**src/rtl/uart_debug_rx.sv**
```systemverilog
// 8N1 UART receiver into a first-word-fall-through byte FIFO. Bytes are pushed at the stop-bit sample and are visible on the next cycle.
// When the FIFO is full, a new byte is dropped and io_overflow pulses. Defining UART_DEBUG_RX_PARITY_EN switches the frame to 8E1 and adds io_parityError.
module uart_debug_rx #(
    parameter int CLK_FREQ   = 75000000,
    parameter int BAUD       = 115200,
    parameter int FIFO_DEPTH = 4
) (
    input  logic                            io_mainClk,
    input  logic                            io_asyncReset_n,
    input  logic                            io_rxd,
    output logic                            io_rsp_valid,
    input  logic                            io_rsp_ready,
    output logic [7:0]                      io_rsp_payload,
    output logic [$clog2(FIFO_DEPTH+1)-1:0] io_occupancy,
    output logic                            io_frameError,
    output logic                            io_overflow,
`ifdef UART_DEBUG_RX_PARITY_EN
    output logic                            io_parityError,
`endif
    output logic                            io_break
);
    localparam int CLKS_PER_BIT = (CLK_FREQ + BAUD/2) / BAUD;
    localparam int HALF_BIT     = CLKS_PER_BIT / 2;
    localparam int BW           = $clog2(CLKS_PER_BIT);
    localparam int AW           = $clog2(FIFO_DEPTH);
    localparam int CW           = $clog2(FIFO_DEPTH+1);
    localparam logic [BW-1:0] RELOAD_BIT  = BW'(CLKS_PER_BIT - 1);
    localparam logic [BW-1:0] RELOAD_HALF = BW'(HALF_BIT - 1);
    localparam logic [CW-1:0] DEPTH_C     = CW'(FIFO_DEPTH);

    typedef enum logic [2:0] {
        ST_IDLE, ST_START, ST_DATA, ST_PARITY, ST_STOP, ST_BREAK_WAIT
    } state_t;

    state_t        r_state;
    state_t        w_next;
    logic          r_rxd_meta;
    logic          r_rxd_s;
    logic [1:0]    r_fill;
    logic          r_armed;
    logic [BW-1:0] r_baud_cnt;
    logic [2:0]    r_bit_idx;
    logic [7:0]    r_shift;
    logic          w_tick;
    logic          w_load_half;
    logic          w_load_bit;
    logic          w_shift;
    logic          w_stop_smp;
    logic          w_push_req;
`ifdef UART_DEBUG_RX_PARITY_EN
    logic          r_par_bit;
    logic          w_par_smp;
    logic          w_par_bad;
`endif

    // The synchronizer resets high, so a line held low through reset is only
    // trusted once two genuine samples have flowed through and one reads high.
    always_ff @(posedge io_mainClk or negedge io_asyncReset_n) begin
        if (!io_asyncReset_n) begin
            r_rxd_meta <= 1'b1;
            r_rxd_s    <= 1'b1;
            r_fill     <= 2'b00;
            r_armed    <= 1'b0;
        end else begin
            r_rxd_meta <= io_rxd;
            r_rxd_s    <= r_rxd_meta;
            r_fill     <= {r_fill[0], 1'b1};
            if (r_fill[1] && r_rxd_s) begin
                r_armed <= 1'b1;
            end
        end
    end

    assign w_tick = (r_baud_cnt == '0);

    always_ff @(posedge io_mainClk or negedge io_asyncReset_n) begin
        if (!io_asyncReset_n) begin
            r_state <= ST_IDLE;
        end else begin
            r_state <= w_next;
        end
    end

    always_comb begin
        w_next = r_state;
        case (r_state)
            ST_IDLE:       if (r_armed && !r_rxd_s) w_next = ST_START;
            ST_START:      if (w_tick) w_next = r_rxd_s ? ST_IDLE : ST_DATA;
`ifdef UART_DEBUG_RX_PARITY_EN
            ST_DATA:       if (w_tick && r_bit_idx == 3'd7) w_next = ST_PARITY;
            ST_PARITY:     if (w_tick) w_next = ST_STOP;
`else
            ST_DATA:       if (w_tick && r_bit_idx == 3'd7) w_next = ST_STOP;
`endif
            ST_STOP:       if (w_tick) w_next = r_rxd_s ? ST_IDLE : ST_BREAK_WAIT;
            ST_BREAK_WAIT: if (r_rxd_s) w_next = ST_IDLE;
            default:       w_next = ST_IDLE;
        endcase
    end

    always_comb begin
        w_load_half = 1'b0;
        w_load_bit  = 1'b0;
        w_shift     = 1'b0;
        w_stop_smp  = 1'b0;
`ifdef UART_DEBUG_RX_PARITY_EN
        w_par_smp   = 1'b0;
`endif
        case (r_state)
            ST_IDLE:  w_load_half = r_armed && !r_rxd_s;
            ST_START: w_load_bit  = w_tick && !r_rxd_s;
            ST_DATA: begin
                w_load_bit = w_tick;
                w_shift    = w_tick;
            end
`ifdef UART_DEBUG_RX_PARITY_EN
            ST_PARITY: begin
                w_load_bit = w_tick;
                w_par_smp  = w_tick;
            end
`endif
            ST_STOP:  w_stop_smp = w_tick;
            default:  ;
        endcase
        io_frameError = w_stop_smp && !r_rxd_s;
        io_break      = w_stop_smp && !r_rxd_s && (r_shift == 8'h00);
`ifdef UART_DEBUG_RX_PARITY_EN
        w_par_bad      = (r_par_bit != ^r_shift);
        io_parityError = w_stop_smp && r_rxd_s && w_par_bad;
        w_push_req     = w_stop_smp && r_rxd_s && !w_par_bad;
`else
        w_push_req     = w_stop_smp && r_rxd_s;
`endif
    end

    always_ff @(posedge io_mainClk or negedge io_asyncReset_n) begin
        if (!io_asyncReset_n) begin
            r_baud_cnt <= '0;
            r_bit_idx  <= 3'd0;
            r_shift    <= 8'h00;
        end else begin
            if (w_load_half) begin
                r_baud_cnt <= RELOAD_HALF;
            end else if (w_load_bit) begin
                r_baud_cnt <= RELOAD_BIT;
            end else if (!w_tick) begin
                r_baud_cnt <= r_baud_cnt - 1'b1;
            end
            if (w_load_half) begin
                r_bit_idx <= 3'd0;
            end else if (w_shift) begin
                r_bit_idx          <= r_bit_idx + 1'b1;
                r_shift[r_bit_idx] <= r_rxd_s;
            end
        end
    end

`ifdef UART_DEBUG_RX_PARITY_EN
    always_ff @(posedge io_mainClk or negedge io_asyncReset_n) begin
        if (!io_asyncReset_n) begin
            r_par_bit <= 1'b0;
        end else if (w_par_smp) begin
            r_par_bit <= r_rxd_s;
        end
    end
`endif

    logic [7:0]    r_mem [FIFO_DEPTH];
    logic [AW-1:0] r_wr_ptr;
    logic [AW-1:0] r_rd_ptr;
    logic [CW-1:0] r_count;
    logic          w_full;
    logic          w_pop;
    logic          w_push;

    assign io_rsp_valid   = (r_count != '0);
    assign w_full         = (r_count == DEPTH_C);
    assign w_pop          = io_rsp_valid && io_rsp_ready;
    // A simultaneous pop frees the slot, so a full FIFO still accepts the byte.
    assign w_push         = w_push_req && (!w_full || w_pop);
    assign io_overflow    = w_push_req && w_full && !w_pop;
    assign io_rsp_payload = io_rsp_valid ? r_mem[r_rd_ptr] : 8'h00;
    assign io_occupancy   = r_count;

    always_ff @(posedge io_mainClk) begin
        if (w_push) begin
            r_mem[r_wr_ptr] <= r_shift;
        end
    end

    always_ff @(posedge io_mainClk or negedge io_asyncReset_n) begin
        if (!io_asyncReset_n) begin
            r_wr_ptr <= '0;
            r_rd_ptr <= '0;
            r_count  <= '0;
        end else begin
            if (w_push) r_wr_ptr <= r_wr_ptr + 1'b1;
            if (w_pop)  r_rd_ptr <= r_rd_ptr + 1'b1;
            case ({w_push, w_pop})
                2'b10:   r_count <= r_count + 1'b1;
                2'b01:   r_count <= r_count - 1'b1;
                default: ;
            endcase
        end
    end
endmodule

```
**config.mk**
```make
export PLATFORM = sky130hd
export DESIGN_NAME = uart_debug_rx
export DESIGN_NICKNAME = d
export VERILOG_FILES = /design/src/rtl/uart_debug_rx.sv
export SDC_FILE = /design/constraint.sdc
export NUM_CORES = 1
export LEC_CHECK = 0
export ABC_AREA = 1
export CORE_UTILIZATION = 30
export DETAILED_ROUTE_END_ITERATION = 6
export MAX_ROUTING_LAYER = met4
export SLEW_MARGIN = 5
export SYNTH_ARGS = -nofsm -noshare
export SYNTH_HDL_FRONTEND = slang
export SYNTH_SLANG_ARGS = --single-unit
```
**constraint.sdc**
```tcl
create_clock -name io_mainClk -period 2 [get_ports io_mainClk]
set_clock_uncertainty 0.15 [all_clocks]
set_input_delay 0.5 -clock io_mainClk [delete_from_list [all_inputs] [get_ports io_mainClk]]
set_output_delay 0.5 -clock io_mainClk [all_outputs]
set_load 0.05 [all_outputs]
```
# [After elaboration in Yosys (flattened, before gate mapping)]
# Memories as Yosys holds them, arrays and structs flattened.
# Cells that the tools add are included.
[totals] register_bits=36 ramBits=32 input_bits=4 out_inout_bits=15 elab_cells=83 mem_count=1
[classes] addsub=6 magnitude_cmp=2 n_eq_ne=14 muxes=24 n_bitwise=1 reduce_logical=24
[memory_table] memory="r_mem" words=4 width=8 rd=1 rd_clocked_by_memory_dff=0 wr=1 line="168" source="logic [7:0] r_mem [FIFO_DEPTH];"
[ops] op="$mux 10" count=3
[ops] op="$mux 3" count=8
[ops] op="$pmux 3 s5" count=1
[ops] op="$eq 3x3->1 const B" count=4
[ops] op="$logic_and 1x1->1" count=12
[ops] op="$logic_not 10->1" count=1
[ops] op="$ne 2x2->1 const B" count=5
[ops] op="$sub 10x1->10 const B" count=1
[ops] op="$bwmux 8" count=1
[ops] op="$logic_not 8->1" count=1
[ops] op="$mux 8" count=1
[ops] op="$add 3x1->3 const B" count=2
[ops] op="$mux 1" count=6
[ops] op="$pmux 3 s2" count=1
[ops] op="$reduce_and 5->1" count=1
[ops] op="$add 2x1->2 const B" count=2
[ops] op="$lt 3x4->1 const B" count=1
[ops] op="$reduce_bool 2->1" count=2
[ops] op="$demux 1 s3" count=1
[ops] op="$eq 3x1->1 const B" count=1
[ops] op="$eq 3x2->1 const B" count=1
[ops] op="$ge 3x1->1 const B" count=1
[ops] op="$logic_not 1->1" count=3
[ops] op="$logic_not 3->1" count=1
[ops] op="other kinds (10)" count=10

# [Logic depth before layout (Yosys ltp)]
# Gate-level depths: netlist of the first run.
[logic_depth] ltp_word=6 mapped_depth=13 mapped_depth_nobuf=13

# [Worst setup path before layout of the first run]
# OpenSTA, ideal clock, no wires.
[synth_path] path_type="reg2out" startpoint="register r_baud_cnt[0]" endpoint="output port io_break" arrival_ns=2.737 required_time_ns=1.350 path_slack_ns=-1.387 path_stages_with_launch=8 cell_sequence="dfrtp_1 inv_1 ha_1 nand3_4 nor2_8 inv_4 nor3_1 and3_1"
[synth_via] elab_chain_cells=4
[synth_rtl] element="start, declared" line="41" source="logic [BW-1:0] r_baud_cnt;"
[synth_rtl] element="start signal, assigned" line="147" source="r_baud_cnt <= r_baud_cnt - 1'b1;"
[synth_rtl] element="$logic_not 10->1" line="74" source="assign w_tick = (r_baud_cnt == '0);"
[synth_rtl] element="$mux 1" line="109" source="case (r_state)"
[synth_rtl] element="$logic_and 1x1->1"
[synth_rtl] element="net io_frameError" line="15" source="output logic io_frameError,"
[synth_rtl] element="$logic_and 1x1->1" line="126" source="io_break = w_stop_smp && !r_rxd_s && (r_shift == 8'h00);"
[synth_rtl] element="end, declared" line="20" source="output logic io_break"
# The timed path passes the listed nets, and every way through them passes these cells.

# [Final worst setup path of the first run]
[layout_path] startpoint="register r_baud_cnt[0]" endpoint="output port io_break"
[layout_via] elab_chain_cells=4
[layout_rtl] element="$logic_not 10->1" line="74"
[layout_rtl] element="$mux 1" line="109"
[layout_rtl] element="$logic_and 1x1->1 (2 in series)" line="126"
# No other way between the ends.

==> results.py, run 1 <==
metrics = {
    "power_and_ir_drop": {
        "power_mw": 6.54,
        "power.leakage_nw": 1.89,
        "p_per_area_nw_per_um2": 1420,
        "peakVddDrop_mv": 0.767,
    },
    "setup_path": {
        "regToRegStartpoint": "r_baud_cnt[0]$_DFFE_PN0P_",
        "worst-path-max-fanout": 2,
        "crit_path_end_kind": "output pin",
        "cp.required_ns": 1.35,
        "r2r_setup_slack_ns": -0.25,
        "cp_slowest_stage_delay_ns": 0.40,
        "start_kind": "flop",
        "crit_slowest_cell": "dfrtp_1",
        "path_class": "flop to output pin",
        "critPathLaunch": "r_baud_cnt[0]$_DFFE_PN0P_",
        "endpoint": "io_break",
        "cp_cell_sequence": "inv_2 -> ha_4 -> nand3_4 -> nor2_8 -> inv_6 -> nor3_4 -> and3_4 -> buf_12",
        "r2r-end": "io_occupancy[1]$_DFFE_PN0P_",
        "reg2regPathDepth": 12,
        "critPathArrivalTime_ns": 1.79,
    },
    "synth": {
        "syn-cell-area_um2": 3200,
        "synth_cells": 317,
        "async_flop_share": 0.529,
        "synth_edf_count": 32,
        "synth-seq-area-share": 0.583,
        "synth_flop_cell": "dfrtp_1",
        "ys_ff_latch": 68,
        "synth_area_per_cell_um2": 10.1,
        "ys_types": 41,
        "yosys_warnings": 0,
        "syn_nets": 330,
    },
    "sta": {
        "fmax_mhz": 410,
        "fin_ws_ns": -0.440,
        "fin_crit_ns": 2.44,
        "final.setup.tns_ns": -6.29,
        "finalCritPeriodShare": 1.22,
        "setup_violations": 45,
        "rsz0062_at_grt": "yes",
        "finalHoldViolations": 0,
        "drv_slew": 0,
    },
    "clocking": {
        "path_clk_slew_ns": 0.08,
        "clock-root-buffer": "clkbuf_8",
        "cts_tree": "yes",
        "cts_buffers": 9,
        "clock_sinks": 68,
        "cts_buffer_depth": 2,
        "cts-htree-levels": 3,
        "insertion_delay_ns": 0.35,
    },
    "final_layout": {
        "nets": 401,
        "final_common_cell": "buf_4",
        "final_cell_area_um2": 4590,
        "layout-drive-gt1-share": 0.445,
        "final_cell_mix": "buf_4, nand2_1, edfxtp_1",
        "insertedDiodeCount": 0,
        "utilization": 0.445,
        "syn_to_final_growth_pct": 43.7,
    },
    "floorplan": {
        "ios": 19,
        "rows": 37,
        "die_area_um2": 11100,
        "die_w_um": 105,
        "core-area_um2": 10300,
        "start_util": 0.310,
        "fp.dieH_um": 105,
    },
    "job": {
        "drv_cap": 0,
    },
    "place": {
        "io_buffers": 18,
        "dp_hpwl_um": 5000,
        "routabilityCongestion": 0.781,
        "postPlaceCellArea_um2": 4030,
    },
    "route": {
        "wire_per_inst_um": 13.4,
        "viasPerCell": 4.47,
        "via_count": 2364,
        "antenna_left": 0,
        "met1Wirelength_um": 3310,
        "wl_met2_um": 3570,
        "drc": 0,
        "highest_layer": "met4",
        "dr.pass1.iters": 4,
        "drtIter0Drc": 82,
        "met3_length_um": 154,
        "wl_um": 7110,
    },
    "global_routing": {
        "grt.total_usage": 0.144,
        "grt_pass1_vias": 2402,
        "grt_max_degree": 19,
        "gr-total-overflow": 0,
        "antenna_found_initial": 0,
        "grt_first_pass_wirelength_um": 11900,
    },
    "run_status": {
        "violations": "setup timing",
        "status": "finished with violations",
    },
    "worst_hold_path": {
        "hold_class": "flop to flop",
    },
}
worst min-delay path by stage:
stage	cells past startpoint	start	to	slack, ns
floorplan	0	io_asyncReset_n	io_occupancy[0]$_DFFE_PN0P_	0.05
global route	0	r_fill[0]$_DFF_PN0_	r_fill[1]$_DFF_PN0_	0.23
detailed placement	0	r_fill[0]$_DFF_PN0_	r_fill[1]$_DFF_PN0_	0.20
finish	0	r_fill[0]$_DFF_PN0_	r_fill[1]$_DFF_PN0_	0.21
CTS	0	r_fill[0]$_DFF_PN0_	r_fill[1]$_DFF_PN0_	0.21
global placement	0	r_fill[0]$_DFF_PN0_	r_fill[1]$_DFF_PN0_	0.18
worst max-delay path, delay by kind of cell, from the launching register on:
family | cells | cell delay [ns]
simple gates | 4 | 0.65
flops | 1 | 0.40
buf+inv | 3 | 0.25
fa+ha+maj | 1 | 0.14
timing repair:
action                                 4_1_cts  5_1_grt
setup buffers                                6        3
endpoints found under the hold margin       15        0
gates cloned                                 0        2
hold buffers                                 1        0
gates resized for setup                     47       39
setup endpoints to repair                   20       53
pin swaps                                    2       29
synthesized netlist by cell type, types with 4 or more instances:
cell type  count  share of area
ha_1           8          0.031
nand3_1       15          0.023
nand2_1       39          0.046
inv_1         32          0.038
nor3_1         4         0.0063
nand2_2        4         0.0078
o21ai_1        7          0.011
a21oi_1       11          0.017
edfxtp_1      32           0.30
nor2_1        50          0.059
dfrtp_1       34           0.27
o21ai_0       33          0.052
cell type report:
cell class	instances	area [um2]
Fill cell	968	5730
Sequential cell	68	1870
Multi-Input combinational cell	207	1520
Timing Repair Buffer	66	683
Tap cell	136	170
Inverter	36	151
Clock buffer	9	124
Clock inverter	7	81.3
layer usage:
metal	GRT usage	vias up
li1	-	1205
met1	0.182	1124
met2	0.228	27
met3	0.0284	8
met4	0.0553	0
met5	-	-
registers in the layout, summed over array words and instances, names as in the netlist:
signal        cells
r_baud_cnt       10
r_fill            2
r_shift           8
r_state           3
r_wr_ptr          2
r_rxd_s           1
r_bit_idx         3
r_armed           1
r_rxd_meta        1
r_rd_ptr          2
io_occupancy      3
r_mem            32
cell families (layout without fill, tap and decap cells):
logic type,after synthesis,in the layout,synth area share
AND/OR/NAND/NOR,131,132,0.202
AO/OA/AOI/OAI,61,61,0.108
flip-flops,68,68,0.583
other,1,1,0.00117
adder cells (fa/ha/maj),9,9,0.0376
buffers and inverters,43,118,0.0568
XOR/XNOR,4,4,0.0110
stage by stage:
stage,instances,setup slack [ns],hold WS (ns)
after floorplan,317,-0.494,0.0544
after global placement,501,-0.141,0.185
after detailed placement,501,-0.169,0.197
after CTS,524,-0.450,0.214
after global routing,529,-0.525,0.225
final,529,-0.440,0.208
report_power, final:
part	total, mW	internal, mW	switching, mW
Clock	1.17	0.593	0.576
Combinational	3.59	1.49	2.10
Sequential	1.79	1.63	0.159
No activity file was read; power rests on OpenSTA's default activity.
==> inputs of run 2 (changes only) <==
CORE_UTILIZATION = 45   (was 30)
PLACE_DENSITY = 0.62   (was not set)
==> run 2 against run 1 <==
  * The flow still finishes with violations (setup timing)
  * Via count is 1.9% higher
  * Critical path depth stayed put
  * Clock-buffer cell count stayed put
  * Combinational power is 2% higher
  * Sequential cell count stayed put
  * Cell area is 0.52% higher
  * Critical path type unchanged
  * Critical endpoint unchanged
==> results.py, run 2 (same netlist as run 1, synthesis figures left out) <==
metrics = {
    "global_routing": {
        "gr-total-overflow": 0,
        "grt_first_pass_wirelength_um": 11300,
        "antenna_found_initial": 0,
        "grt_max_degree": 22,
        "grt_pass1_vias": 2377,
        "grt.total_usage": 0.211,
    },
    "route": {
        "wire_per_inst_um": 13.8,
        "via_count": 2409,
        "drc": 0,
        "antenna_left": 0,
        "dr.pass1.iters": 4,
        "viasPerCell": 4.83,
        "wl_um": 6890,
        "drtIter0Drc": 88,
    },
    "clocking": {
        "cts_buffers": 9,
        "clock-root-buffer": "clkbuf_8",
        "insertion_delay_ns": 0.34,
        "clock_sinks": 68,
        "cts_tree": "yes",
        "cts_buffer_depth": 2,
        "path_clk_slew_ns": 0.07,
        "cts-htree-levels": 3,
    },
    "final_layout": {
        "biggestRegsByFlops": "r_mem (32), r_baud_cnt (10), r_shift (8)",
        "insertedDiodeCount": 0,
        "layout-drive-gt1-share": 0.469,
        "syn_to_final_growth_pct": 44.5,
        "nFillCells": 516,
        "largest_reg_flops": 32,
        "final_cell_area_um2": 4620,
        "top_register": "r_mem",
        "final_cell_mix": "buf_4, nand2_1, edfxtp_1",
        "final_common_cell": "buf_4",
        "nets": 411,
    },
    "floorplan": {
        "die_area_um2": 7450,
        "rows": 30,
        "fp.dieH_um": 86.3,
        "ios": 19,
        "die_w_um": 86.3,
        "start_util": 0.468,
        "core-area_um2": 6830,
    },
    "setup_path": {
        "reg2regPathDepth": 12,
        "crit_slowest_cell": "dfrtp_1",
        "cp_cell_sequence": "inv_2 -> ha_4 -> nand3_4 -> nor2_8 -> inv_6 -> nor3_4 -> and3_4 -> buf_12",
        "r2r-end": "io_occupancy[1]$_DFFE_PN0P_",
        "r2r_setup_slack_ns": -0.20,
        "cp_slowest_stage_delay_ns": 0.39,
        "path_class": "flop to output pin",
        "critPathArrivalTime_ns": 1.75,
        "crit_path_end_kind": "output pin",
        "crit_buf_inv": 3,
        "critical_path.top_delay_family": "simple AND/OR/NAND/NOR gates",
        "worst-path-max-fanout": 2,
        "start_kind": "flop",
        "cp.required_ns": 1.35,
        "regToRegStartpoint": "r_baud_cnt[0]$_DFFE_PN0P_",
    },
    "run_status": {
        "status": "finished with violations",
        "violations": "setup timing",
    },
    "worst_hold_path": {
        "holdPathStages": 0,
        "hold_class": "flop to flop",
        "hp-start": "r_fill[0]$_DFF_PN0_",
        "min_to": "r_fill[1]$_DFF_PN0_",
    },
    "sta": {
        "setup_violations": 47,
        "finalHoldViolations": 0,
        "hold_slack_ns": 0.206,
        "final.setup.tns_ns": -6.42,
        "drv_slew": 0,
        "rsz0062_at_grt": "yes",
        "finalCritPeriodShare": 1.20,
        "fmax_mhz": 418,
        "fin_ws_ns": -0.395,
        "fin_crit_ns": 2.40,
    },
    "place": {
        "postPlaceCellArea_um2": 3980,
        "pre_cts_slack_ns": -0.150,
        "dp_hpwl_um": 4500,
        "io_buffers": 18,
        "routabilityCongestion": 0.809,
    },
    "power_and_ir_drop": {
        "peakVddDrop_mv": 0.704,
        "p_per_area_nw_per_um2": 1430,
        "power.leakage_nw": 1.94,
    },
    "job": {
        "drv_cap": 0,
    },
}
run 2: cell types whose count changed in the layout (fill, tap and decap cells not counted), moves of 2 or more:
cell / change
nor2_2: +4
nor2_4: -3
buf_4: +9
inv_1: -2
buf_8: +3
buf_6: -2
run 2: worst max-delay path by stage:
stage | slack [ns] | start | endpoint | cells past startpoint
2_1_floorplan | -0.49 | r_baud_cnt[1]$_DFFE_PN0P_ | io_break | 7
3_3_place_gp | -0.13 | io_rsp_ready | r_mem[3][6]$_DFFE_PP_ | 6
3_5_place_dp | -0.15 | io_rsp_ready | r_mem[3][5]$_DFFE_PP_ | 6
4_1_cts | -0.41 | r_baud_cnt[0]$_DFFE_PN0P_ | io_break | 8
5_1_grt | -0.52 | r_baud_cnt[0]$_DFFE_PN0P_ | io_break | 8
6_report | -0.40 | r_baud_cnt[0]$_DFFE_PN0P_ | io_break | 8
run 2: final cells by class:
| cell class | count | area [um2] | area share |
|---|---|---|---|
| Multi-Input combinational cell | 207 | 1500 | 0.325 |
| Timing Repair Buffer | 75 | 753 | 0.163 |
| Timing Repair inverter | 1 | 8.76 | 0.00190 |
| Clock inverter | 7 | 83.8 | 0.0182 |
| Tap cell | 96 | 120 | 0.0260 |
| Clock buffer | 9 | 124 | 0.0268 |
| Inverter | 36 | 155 | 0.0336 |
| Sequential cell | 68 | 1870 | 0.405 |
run 2: power breakdown:
group	switching (mW)	internal, mW	leakage (nW)	total [mW]
logic	2.13	1.53	1.11	3.65
registers	0.169	1.63	0.729	1.80
clock network	0.567	0.594	0.102	1.16
total	2.86	3.75	1.94	6.62
run 2: what timing repair did:
action,CTS,global route
gates resized for setup,60,34
pin swaps,4,23
endpoints found under the setup margin,12,54
endpoints found under the hold margin,13,0
gates cloned,2,1
hold buffers,1,0
setup buffers,12,7
run 2: layer usage:
metal,vias up,track usage,share of wire
li1,1227,-,-
met1,1135,0.265,0.44
met2,35,0.335,0.51
met3,12,0.0571,0.025
met4,0,0.0667,0.021
met5,-,-,0
run 2: per-stage QoR:
stage	util	std cells	power, mW
after floorplan	-	317	3.86
after global placement	0.582	461	4.73
after detailed placement	0.582	461	4.76
after CTS	0.653	492	6.42
after global routing	0.676	499	7.00
final	0.676	499	6.62
==> inputs of run 3 (changes only) <==
ABC_AREA = not set   (was 1)
MAX_ROUTING_LAYER = not set   (was met4)
==> run 3 against run 2 <==
  * The flow still finishes with violations (setup timing)
  * Non-clock buffer count is 9 higher
  * Core utilization fell by 0.50 points
  * Cell count decreased by 13%
  * Via count fell by 2.2%
  * Global-route usage up 0.051 points
  * Largest cell class unchanged
==> results.py, run 3 <==
metrics = {
    "run_status": {
        "status": "finished with violations",
        "violations": "setup timing",
    },
    "place": {
        "placedCellCount": 402,
        "postPlaceCellArea_um2": 3970,
        "pre_cts_slack_ns": -0.436,
        "io_buffers": 18,
        "routabilityCongestion": 0.813,
        "dp_hpwl_um": 4680,
    },
    "clocking": {
        "cts-htree-levels": 3,
        "cts_buffers": 9,
        "clock-root-buffer": "clkbuf_8",
        "path_clk_slew_ns": 0.07,
        "cts_buffer_depth": 2,
        "insertion_delay_ns": 0.34,
        "clock_sinks": 68,
        "cts_tree": "yes",
    },
    "route": {
        "wl_um": 7430,
        "drc": 0,
        "drtIter0Drc": 141,
        "viasPerCell": 5.42,
        "dr.pass1.iters": 5,
        "via_count": 2356,
        "antenna_left": 0,
        "wire_per_inst_um": 17.1,
    },
    "setup_path": {
        "start_kind": "flop",
        "regToRegStartpoint": "r_baud_cnt[0]$_DFFE_PN0P_",
        "cp_slowest_stage_delay_ns": 0.47,
        "crit_top_cell": "and3_4",
        "crit_slowest_cell": "or4b_4",
        "reg2regPathDepth": 11,
        "cp.required_ns": 1.35,
        "path_class": "flop to output pin",
        "critical_path.top_delay_family": "simple AND/OR/NAND/NOR gates",
        "critPathArrivalTime_ns": 2.09,
        "r2r_setup_slack_ns": -0.54,
        "crit_path_end_kind": "output pin",
        "crit_buf_inv": 2,
        "worst-path-max-fanout": 2,
        "worstSetupPathDepth": 7,
        "cp_cell_sequence": "inv_2 -> ha_4 -> or4b_4 -> nor3_4 -> and3_4 -> and3_4 -> buf_12",
        "r2r-end": "io_occupancy[1]$_DFFE_PN0P_",
        "critPathLaunch": "r_baud_cnt[0]$_DFFE_PN0P_",
    },
    "synth": {
        "synth.most_common_cell": "dfrtp_1",
        "synth_edf_count": 32,
        "syn-cell-area_um2": 3260,
        "synth_top_area_frac": 0.294,
        "ys_types": 55,
        "synth-seq-area-share": 0.571,
        "syn_nets": 262,
        "ys_top_cells_by_count": "dfrtp_1, edfxtp_1, nand2_1, nor2_1, a21oi_1",
        "synth_flop_cell": "dfrtp_1",
        "synth_cells": 249,
        "synth_top_area_cell": "edfxtp_1",
        "yosys_warnings": 0,
        "ys_ff_latch": 68,
        "synth.area.top_cells": "edfxtp_1, dfrtp_1, mux4_2",
        "synth_area_per_cell_um2": 13.1,
        "async_flop_share": 0.529,
    },
    "global_routing": {
        "gr-total-overflow": 0,
        "grt_max_degree": 20,
        "grt_first_pass_wirelength_um": 11900,
        "grt.total_usage": 0.212,
        "antenna_found_initial": 0,
        "grt_pass1_vias": 2361,
    },
    "floorplan": {
        "fp.dieH_um": 87.2,
        "start_util": 0.473,
        "ios": 19,
        "die_area_um2": 7600,
        "rows": 30,
        "core-area_um2": 6910,
        "die_w_um": 87.2,
    },
    "final_layout": {
        "insertedDiodeCount": 0,
        "nFillCells": 540,
        "final_cell_area_um2": 4630,
        "finalNonFillerCells": 435,
        "final_cell_mix": "buf_4, edfxtp_1, dfrtp_1",
        "nets": 347,
        "utilization": 0.671,
        "largest_reg_flops": 32,
        "biggestRegsByFlops": "r_mem (32), r_baud_cnt (10), r_shift (8)",
        "syn_to_final_growth_pct": 42.0,
        "top_register": "r_mem",
        "layout-drive-gt1-share": 0.531,
        "final_common_cell": "buf_4",
    },
    "power_and_ir_drop": {
        "p_clk_frac": 0.238,
        "switching_power_mw": 1.82,
        "p_per_area_nw_per_um2": 1140,
        "power_mw": 5.30,
        "p_sw_frac": 0.344,
        "combPwrFrac": 0.423,
        "pwr-share-seq": 0.339,
        "peakVddDrop_mv": 0.764,
        "power.leakage_nw": 1.88,
        "cellInternalPower_mw": 3.48,
    },
    "worst_hold_path": {
        "hold_class": "flop to flop",
        "holdPathStages": 0,
        "hp-start": "r_fill[0]$_DFF_PN0_",
        "min_to": "r_fill[1]$_DFF_PN0_",
    },
    "sta": {
        "setup_violations": 65,
        "fin_ws_ns": -0.743,
        "rsz0062_at_grt": "yes",
        "final.setup.tns_ns": -14.27,
        "drv_slew": 0,
        "finalCritPeriodShare": 1.37,
        "fin_crit_ns": 2.74,
        "hold_slack_ns": 0.200,
        "finalHoldViolations": 0,
        "fmax_mhz": 365,
    },
    "job": {
        "drv_cap": 0,
    },
}
==> run 3: cell types whose count changed after synthesis, moves of 5 or more <==
cell | previous run | this run
mux2_2 | 0 | 8
nor2_1 | 50 | 12
o21ai_1 | 7 | 0
nand3_1 | 15 | 5
nand2b_1 | 0 | 5
inv_1 | 32 | 7
mux4_2 | 0 | 8
nand2_1 | 39 | 15
o21ai_0 | 33 | 7
and3_1 | 1 | 7
and2_1 | 0 | 9
==> run 3: layout make-up <==
cell class	count	area, um2	area share
well taps	96	120	0.0259
multi-input cells	164	1570	0.340
flip-flops and latches	68	1870	0.403
clock inverters	7	98.8	0.0213
inverters	7	26.3	0.00567
repair buffers	84	823	0.178
clock buffers	9	124	0.0267
==> run 3: per-layer routing <==
metal  wire length, um  vias up  GRT usage
met5                 0        -          0
met4                82        0     0.0745
met3               214        8     0.0483
met2              3950       40      0.363
met1              3180     1190      0.264
li1                  -     1118          -
==> run 3: how the worst max path moves through the flow <==
stage	endpoint
2_1_floorplan	io_break
3_5_place_dp	io_overflow
5_1_grt	io_break
6_report	io_break
3_3_place_gp	io_overflow
4_1_cts	io_break
==> run 3: cell families after synthesis <==
logic type      synth area share
xor+xnor                  0.0188
compound gates            0.0747
buf+inv                   0.0272
fa+ha+maj                 0.0368
mux                       0.0889
other cells              0.00115
simple gates               0.181
flops                      0.571
==> run 3: timing repair <==
action                     in CTS  in global routing
pin swaps                      13                 15
buffers inserted               11                  8
resized for setup              42                 42
hold endpoints to repair       15                  0
setup endpoints to repair      63                 71
hold buffers                    1                  0
cloned                          1                  0
==> run 3: power by group through the flow <==
| stage | Sequential (mW) | Clock (mW) | Combinational (mW) |
|---|---|---|---|
| 6_report | 1.80 | 1.26 | 2.24 |
| 5_1_grt | 1.82 | 1.35 | 2.38 |
| 4_1_cts | 1.78 | 1.29 | 2.06 |
| 3_5_place_dp | 1.79 | 0 | 1.85 |
| 3_3_place_gp | 1.79 | 0 | 1.82 |
| 2_1_floorplan | 1.91 | 0 | 0.916 |
